### src/rtl/wide_addsub_sequencer_pkg.sv
// Shared constants for the 256-bit add/sub sequencer: limb geometry and
// FSM state encodings.
package wide_addsub_sequencer_pkg;

  localparam int LIMB_W_DEF = 64;
  localparam int LIMBS_DEF  = 4;
  localparam int W_DEF      = LIMB_W_DEF * LIMBS_DEF;
  localparam int IDX_W_DEF  = $clog2(LIMBS_DEF);

  localparam logic [1:0] ST_IDLE = 2'd0;
  localparam logic [1:0] ST_RUN  = 2'd1;
  localparam logic [1:0] ST_DONE = 2'd2;

  function automatic logic even_parity8(input logic [7:0] v);
    return ~^v;
  endfunction

endpackage

### src/rtl/wide_addsub_sequencer_if.sv
// Issue/result bundle between the ALU issue logic and the wide add/sub path.
interface wide_addsub_sequencer_if
  import wide_addsub_sequencer_pkg::*;
#(
  parameter int W = W_DEF
);

  logic         start;
  logic         mode;
  logic [W-1:0] A;
  logic [W-1:0] B;
  logic         busy;
  logic         done;
  logic [W-1:0] result;
  logic         SF;
  logic         CF;
  logic         OF;
  logic         PF;
  logic         ZF;

  modport master (
    output start, mode, A, B,
    input  busy, done, result, SF, CF, OF, PF, ZF
  );

  modport slave (
    input  start, mode, A, B,
    output busy, done, result, SF, CF, OF, PF, ZF
  );

endinterface

### src/rtl/wide_addsub_limb.sv
// One limb of the shared adder: conditionally inverts B for subtract, adds
// with an explicit carry-in and reports the signed overflow of its MSB.
module wide_addsub_limb
  import wide_addsub_sequencer_pkg::*;
#(
  parameter int LIMB_W = LIMB_W_DEF
) (
  input  logic [LIMB_W-1:0] a,
  input  logic [LIMB_W-1:0] b,
  input  logic              cin,
  input  logic              sub,
  output logic [LIMB_W-1:0] sum,
  output logic              cout,
  output logic              ovf
);

  logic [LIMB_W-1:0] b_eff;

  always_comb begin
    b_eff       = b ^ {LIMB_W{sub}};
    {cout, sum} = {1'b0, a} + {1'b0, b_eff} + {{LIMB_W{1'b0}}, cin};
    ovf         = (a[LIMB_W-1] == b_eff[LIMB_W-1]) && (sum[LIMB_W-1] != a[LIMB_W-1]);
  end

endmodule

### src/rtl/wide_addsub_sequencer.sv
// Multi-precision add/subtract: walks LIMBS limbs LSB-first through one shared
// LIMB_W adder, then commits the wide result and flags and pulses done.
module wide_addsub_sequencer
  import wide_addsub_sequencer_pkg::*;
#(
  parameter int LIMB_W = LIMB_W_DEF,
  parameter int LIMBS  = LIMBS_DEF
) (
  input  logic                    clk,
  input  logic                    rst,
  wide_addsub_sequencer_if.slave  bus
);

  localparam int W     = LIMB_W * LIMBS;
  localparam int IDX_W = (LIMBS > 1) ? $clog2(LIMBS) : 1;
  localparam logic [IDX_W-1:0] LAST_IDX = IDX_W'(LIMBS - 1);

  logic [1:0]        state;
  logic [IDX_W-1:0]  idx;
  logic [W-1:0]      a_q;
  logic [W-1:0]      b_q;
  logic [W-1:0]      acc;
  logic              mode_q;
  logic              carry_q;
  logic [LIMB_W-1:0] sum;
  logic              cout;
  logic              ovf;
  logic [W-1:0]      acc_next;

  wide_addsub_limb #(.LIMB_W(LIMB_W)) u_limb (
    .a    (a_q[LIMB_W-1:0]),
    .b    (b_q[LIMB_W-1:0]),
    .cin  (carry_q),
    .sub  (mode_q),
    .sum  (sum),
    .cout (cout),
    .ovf  (ovf)
  );

  // Operands shift down one limb per cycle and the accumulator fills from the
  // top, so after LIMBS cycles limb idx of acc holds the sum of limb idx.
  assign acc_next = {sum, acc[W-1:LIMB_W]};

  assign bus.busy = (state == ST_RUN);
  assign bus.done = (state == ST_DONE);

  always_ff @(posedge clk) begin
    if (rst) begin
      state      <= ST_IDLE;
      idx        <= '0;
      a_q        <= '0;
      b_q        <= '0;
      acc        <= '0;
      mode_q     <= 1'b0;
      carry_q    <= 1'b0;
      bus.result <= '0;
      bus.SF     <= 1'b0;
      bus.CF     <= 1'b0;
      bus.OF     <= 1'b0;
      bus.PF     <= 1'b0;
      bus.ZF     <= 1'b0;
    end else begin
      case (state)
        ST_IDLE, ST_DONE: begin
          if (bus.start) begin
            a_q     <= bus.A;
            b_q     <= bus.B;
            mode_q  <= bus.mode;
            carry_q <= bus.mode;
            idx     <= '0;
            state   <= ST_RUN;
          end else begin
            state <= ST_IDLE;
          end
        end
        ST_RUN: begin
          a_q     <= a_q >> LIMB_W;
          b_q     <= b_q >> LIMB_W;
          acc     <= acc_next;
          carry_q <= cout;
          if (idx == LAST_IDX) begin
            state      <= ST_DONE;
            bus.result <= acc_next;
            bus.CF     <= cout ^ mode_q;
            bus.OF     <= ovf;
            bus.SF     <= acc_next[W-1];
            bus.ZF     <= ~|acc_next;
            bus.PF     <= even_parity8(acc_next[7:0]);
          end else begin
            idx <= idx + 1'b1;
          end
        end
        default: state <= ST_IDLE;
      endcase
    end
  end

endmodule

### src/flat_wrapper.sv
// flat-port wrapper written by rule: the top's interface ports become plain ports
module wide_addsub_sequencer_flat import wide_addsub_sequencer_pkg::*;
#(
  parameter int LIMB_W = LIMB_W_DEF,
  parameter int LIMBS  = LIMBS_DEF
)
  (clk, rst, bus_start, bus_mode, bus_A, bus_B, bus_busy, bus_done, bus_result, bus_SF, bus_CF, bus_OF, bus_PF, bus_ZF);
  wide_addsub_sequencer_if #(.W((W_DEF))) bus_i ();
  input  logic clk;
  input  logic rst;
  input wire logic [$bits(bus_i.start)-1:0] bus_start;
  input wire logic [$bits(bus_i.mode)-1:0] bus_mode;
  input wire logic [$bits(bus_i.A)-1:0] bus_A;
  input wire logic [$bits(bus_i.B)-1:0] bus_B;
  output wire logic [$bits(bus_i.busy)-1:0] bus_busy;
  output wire logic [$bits(bus_i.done)-1:0] bus_done;
  output wire logic [$bits(bus_i.result)-1:0] bus_result;
  output wire logic [$bits(bus_i.SF)-1:0] bus_SF;
  output wire logic [$bits(bus_i.CF)-1:0] bus_CF;
  output wire logic [$bits(bus_i.OF)-1:0] bus_OF;
  output wire logic [$bits(bus_i.PF)-1:0] bus_PF;
  output wire logic [$bits(bus_i.ZF)-1:0] bus_ZF;
  assign bus_i.start = bus_start;
  assign bus_i.mode = bus_mode;
  assign bus_i.A = bus_A;
  assign bus_i.B = bus_B;
  assign bus_busy = bus_i.busy;
  assign bus_done = bus_i.done;
  assign bus_result = bus_i.result;
  assign bus_SF = bus_i.SF;
  assign bus_CF = bus_i.CF;
  assign bus_OF = bus_i.OF;
  assign bus_PF = bus_i.PF;
  assign bus_ZF = bus_i.ZF;
  wide_addsub_sequencer #(.LIMB_W(LIMB_W), .LIMBS(LIMBS)) u_core (.clk(clk), .rst(rst), .bus(bus_i));
endmodule
### config.mk
export PLATFORM = sky130hd
export DESIGN_NAME = wide_addsub_sequencer_flat
export DESIGN_NICKNAME = d
export VERILOG_FILES = /design/src/rtl/wide_addsub_sequencer_pkg.sv /design/src/rtl/wide_addsub_sequencer_if.sv /design/src/rtl/wide_addsub_limb.sv /design/src/rtl/wide_addsub_sequencer.sv /design/src/flat_wrapper.sv
export SDC_FILE = /design/constraint.sdc
export NUM_CORES = 2
export LEC_CHECK = 0
export ABC_AREA = 1
export BUFFER_PORTS_ARGS = -buffer_cell sky130_fd_sc_hd__buf_4
export CORE_MARGIN = 8
export CORE_UTILIZATION = 40
export DETAILED_ROUTE_END_ITERATION = 10
export PLACE_DENSITY = 0.69
export REMOVE_ABC_BUFFERS = 1
export SLEW_MARGIN = 15
export SYNTH_ARGS = -nofsm -noshare
export SYNTH_HDL_FRONTEND = slang
export SYNTH_HIERARCHICAL = 1
export SYNTH_SLANG_ARGS = --single-unit
### constraint.sdc
create_clock -name clk -period 5 [get_ports clk]
set_input_delay 0.25 -clock clk [delete_from_list [all_inputs] [get_ports clk]]
set_output_delay 0.25 -clock clk [all_outputs]
set_load 0.005 [all_outputs]
==> out/summary.log <==
qor: critical_path.critical_path.cell_chain buf_12, xor2_1, ha_1, nand2_1, nor2_1, inv_1, nor2_1, inv_1, nor2_1, nand3_1, nand4_1, nand2_1, nor2_1, nand2_1, nor2_1, nand2_1, nor2_1, nand2_1, nor2_1, nand2_1, a21oi_1
qor: synth.synth.distinct_cells 41
qor: critical_path.cp-start-kind flip-flop
qor: floorplan.chipHeight 339 µm
qor: clocking.numCtsBuffers 102
qor: synth.top_area_cell_type_share_of_the_netlist_area 46.5%
qor: sta.final_hold_viols 0
qor: critical_path.regToRegStartpoint u_core/mode_q
qor: global_route.global_route.usage.total 27.6%
qor: cells_and_area.nFillCells 9359
qor: synth.post_synth_mux_area_share 0%
qor: synth.share_of_synthesized_cell_area_in_and_or_nand_and_nor_gates 17.3%
qor: critical_path.worst_path_largest_cell_delay 0.72 ns
qor: placement.gp_congestion 0.911
qor: synth.fraction_of_the_yosys_area_taken_by_sequential_cells 46.5%
qor: critical_path.critical-path-slowest-cell dfxtp_4
qor: clocking.htreeDepth 3
qor: synth.synth_top_family_by_area compound AO/OA/AOI/OAI gates
qor: synth.synth_adder_area_share 2.13%
qor: critical_path.cp-endpoint u_core/bus.ZF
qor: critical_path.critical_path.most_common_cell nor2_1
qor: pwr.cellPowerDensity 367 mW/mm²
qor: critical_path.path_delay_family simple AND/OR/NAND/NOR gates
qor: synth.syn_area_per_cell 7.50 µm²
qor: detailed_routing.total_vias_in_the_final_route 44600
qor: floorplan.die-width 339 µm
qor: floorplan.initial_utilization 40.3%
qor: floorplan.die-area 0.115 mm²
qor: detailed_routing.detail-route-antenna-nets 0
qor: synth.ys_ff_latch 970
qor: floorplan.pin_count 779
qor: critical_path.rr_endpoint u_core/bus.ZF
qor: sta.timing_max_transition_violations_final 0
qor: critical_path.critPathKind reg -> reg
qor: clocking.clkTransAtPathRegs 0.07 ns
qor: global_route.wire_length_of_the_first_global_routing_pass 257000 µm
qor: synth.yosysWarningCount 6
qor: cells_and_area.layoutNonFillerInstCount 8093
qor: critical_path.worst_r2r_path_depth 21
qor: placement.buffer_ports.inserted 778
qor: pwr.power.static_leakage 24.3 nW
qor: global_route.grt_start_max_net_pins 189
qor: global_route.global_route.overflow_total 0
qor: cells_and_area.final_common_cell dfxtp_1
qor: pwr.total_power 20.9 mW
qor: outcome.run_status complete, no violations
qor: clocking.numClockSinks 970
qor: critical_path.setup.worst_path.start u_core/mode_q
qor: global_route.antenna_found_initial 32
qor: sta.clock_skew 0.0408 ns
qor: critical_path.crit_path_max_fanout 37
qor: synth.synth-compound-area-share 24.9%
qor: sta.final-setup-viol-count 0
qor: cells_and_area.num-nets-final 7179
qor: sta.period_share 80.6%
qor: detailed_routing.routedWlPerCell 21.1 µm
qor: synth.biggest_area_contributors_in_the_synthesized_netlist dfxtp_1 46%, a21oi_1 9.8%, o21ai_0 8.6%, nand2_1 8.0%, o22ai_1 5.8%
qor: cells_and_area.drive_above_1_share 16.1%
qor: sta.tightest_slew 1.19 ns
qor: detailed_routing.routed_wl 171000 µm
qor: pwr.irDropWorstVdd 308 µV
qor: placement.placement.cell_area 0.0482 mm²
qor: synth.yosysTopAreaCell dfxtp_1
qor: sta.maxSlewHeadroom 20.8%
qor: worst_hold_path.class_of_the_most_critical_hold_timing_path in -> reg
qor: clocking.clockRootBuffer clkbuf_16
qor: placement.dp_cells 7355
qor: synth.netlist_instances 5571
qor: floorplan.rows 118
qor: cells_and_area.leading_cell_types_in_the_layout_fill_and_taps_excluded 969 x dfxtp_1, 888 x nand2_1, 819 x a21oi_1, 814 x buf_4, 720 x o21ai_0
qor: global_route.grt_pass1_vias 44100
qor: sta.grt_setup_unrepaired no
qor: clocking.cts_max_path_buffers 3
qor: synth.synth_xor_xnor_area_share 2.26%
qor: sta.fin_crit 4.03 ns
qor: critical_path.cp-end-kind flip-flop
qor: sta.max_clock_freq 0.248 GHz
qor: detailed_routing.residual_drc_count 0
qor: critical_path.timing.reg2reg.setup_slack 0.97 ns
qor: detailed_routing.avgViaCountPerCell 5.52
qor: detailed_routing.drt_first_iter_violations 4444
qor: clocking.cts_tree done
qor: clocking.insertion_delay 0.71 ns
qor: critical_path.cp.required 5.62 ns
qor: cells_and_area.final_design_area_no_fill 0.0570 mm²
qor: critical_path.path_depth 21
qor: synth.netlist_area 0.0418 mm²
qor: critical_path.worst_ep_arrival_time 4.65 ns
qor: placement.place_hpwl 114000 µm
qor: critical_path.worstPathBufferInverterCount 3
qor: job.maxCapViolations 0
qor: floorplan.placeableCoreArea 0.104 mm²
qor: clocking.cts_repair_resize_count 0
qor: cells_and_area.area_growth_syn_to_layout 36.3%
qor: detailed_routing.firstDrtPassIters 7
## worst min path at each step
stage	from	slack [ns]	depth (start not counted)	end
finish	rst	0.06	2	u_core/a_q[211]
global route	rst	0.06	2	u_core/b_q[205]
CTS	rst	0.0009	2	u_core/a_q[200]
detailed placement	u_core/bus.result[27]	0.46	2	u_core/bus.result[27]
global placement	u_core/idx[0]	0.45	1	u_core/idx[0]
floorplan	rst	0.32	1	u_core/a_q[192]
## layer usage
layer / vias up / wire length (µm) / global-route usage [%]
met5: - / 0 / 0
met4: 0 / 8920 / 13.4
met3: 548 / 11200 / 4.93
met2: 1987 / 80800 / 46.1
met1: 21000 / 69700 / 34.4
li1: 21200 / - / -
## stage by stage
step                      setup WS (ns)  util [%]  TNS [ns]  hold WS, ns
after detailed placement           1.05      46.5         0        0.456
after CTS                          1.02      54.9         0     0.000928
after floorplan                  -11.86         -  -7807.46        0.319
final                             0.970      55.0         0       0.0646
after global routing              0.601      54.9         0       0.0598
after global placement            0.973      46.5         0        0.451
## cell type report
class	instances	area (µm²)	area share, %
antenna	35	87.6	0.154
clock buffer	148	3010	5.28
clock inverter	41	490	0.861
inverter	291	1120	1.96
multi-input combinational	3883	19500	34.3
sequential	970	19400	34.1
tap	1380	1730	3.03
timing repair buffer	1345	11600	20.3
## report_power, final
group	internal (mW)	total (mW)	switching [mW]	leakage, nW
Clock	4.61	7.88	3.26	1.73
Combinational	1.58	4.31	2.73	14.6
Sequential	8.29	8.70	0.404	7.96
Total	14.5	20.9	6.40	24.3
## cell families after synthesis
family,after synthesis
AOI/OAI and AO/OA,1961
buffers and inverters,718
xor gates and xnor gates,107
DFF,970
adders and majority gates,70
and+or+nand+nor,1745
## flip-flops by register name (all words and copies together), names as in the netlist
signal             flops
u_core/bus.PF          1
u_core/b_q           256
u_core/a_q           256
u_core/mode_q          1
u_core/bus.result    255
u_core/carry_q         1
u_core/bus.SF          1
u_core/idx             2
u_core/bus.ZF          1
u_core/acc           192
u_core/bus.OF          1
u_core/bus.CF          1
u_core/state           2
## what timing repair did
action                                 4_1_cts  5_1_grt
hold buffers                               514        0
setup buffers                                0        0
endpoints found under the hold margin      514        0
## cell usage after synthesis (all sizes together)
master	n
o21a	1
inv	291
or2	1
a211oi	12
nand3b	4
nor3	12
nand3	346
ha	68
nand4	9
nor4	5
xor2	98
nand2	908
dfxtp	970
o21bai	15
o22ai	385
buf	182
and2	2
clkbuf	245
xnor2	9
fa	2
o21ai	723
a21oi	824
nor2	458
o311ai	1
(Power assumes the default switching activity.)
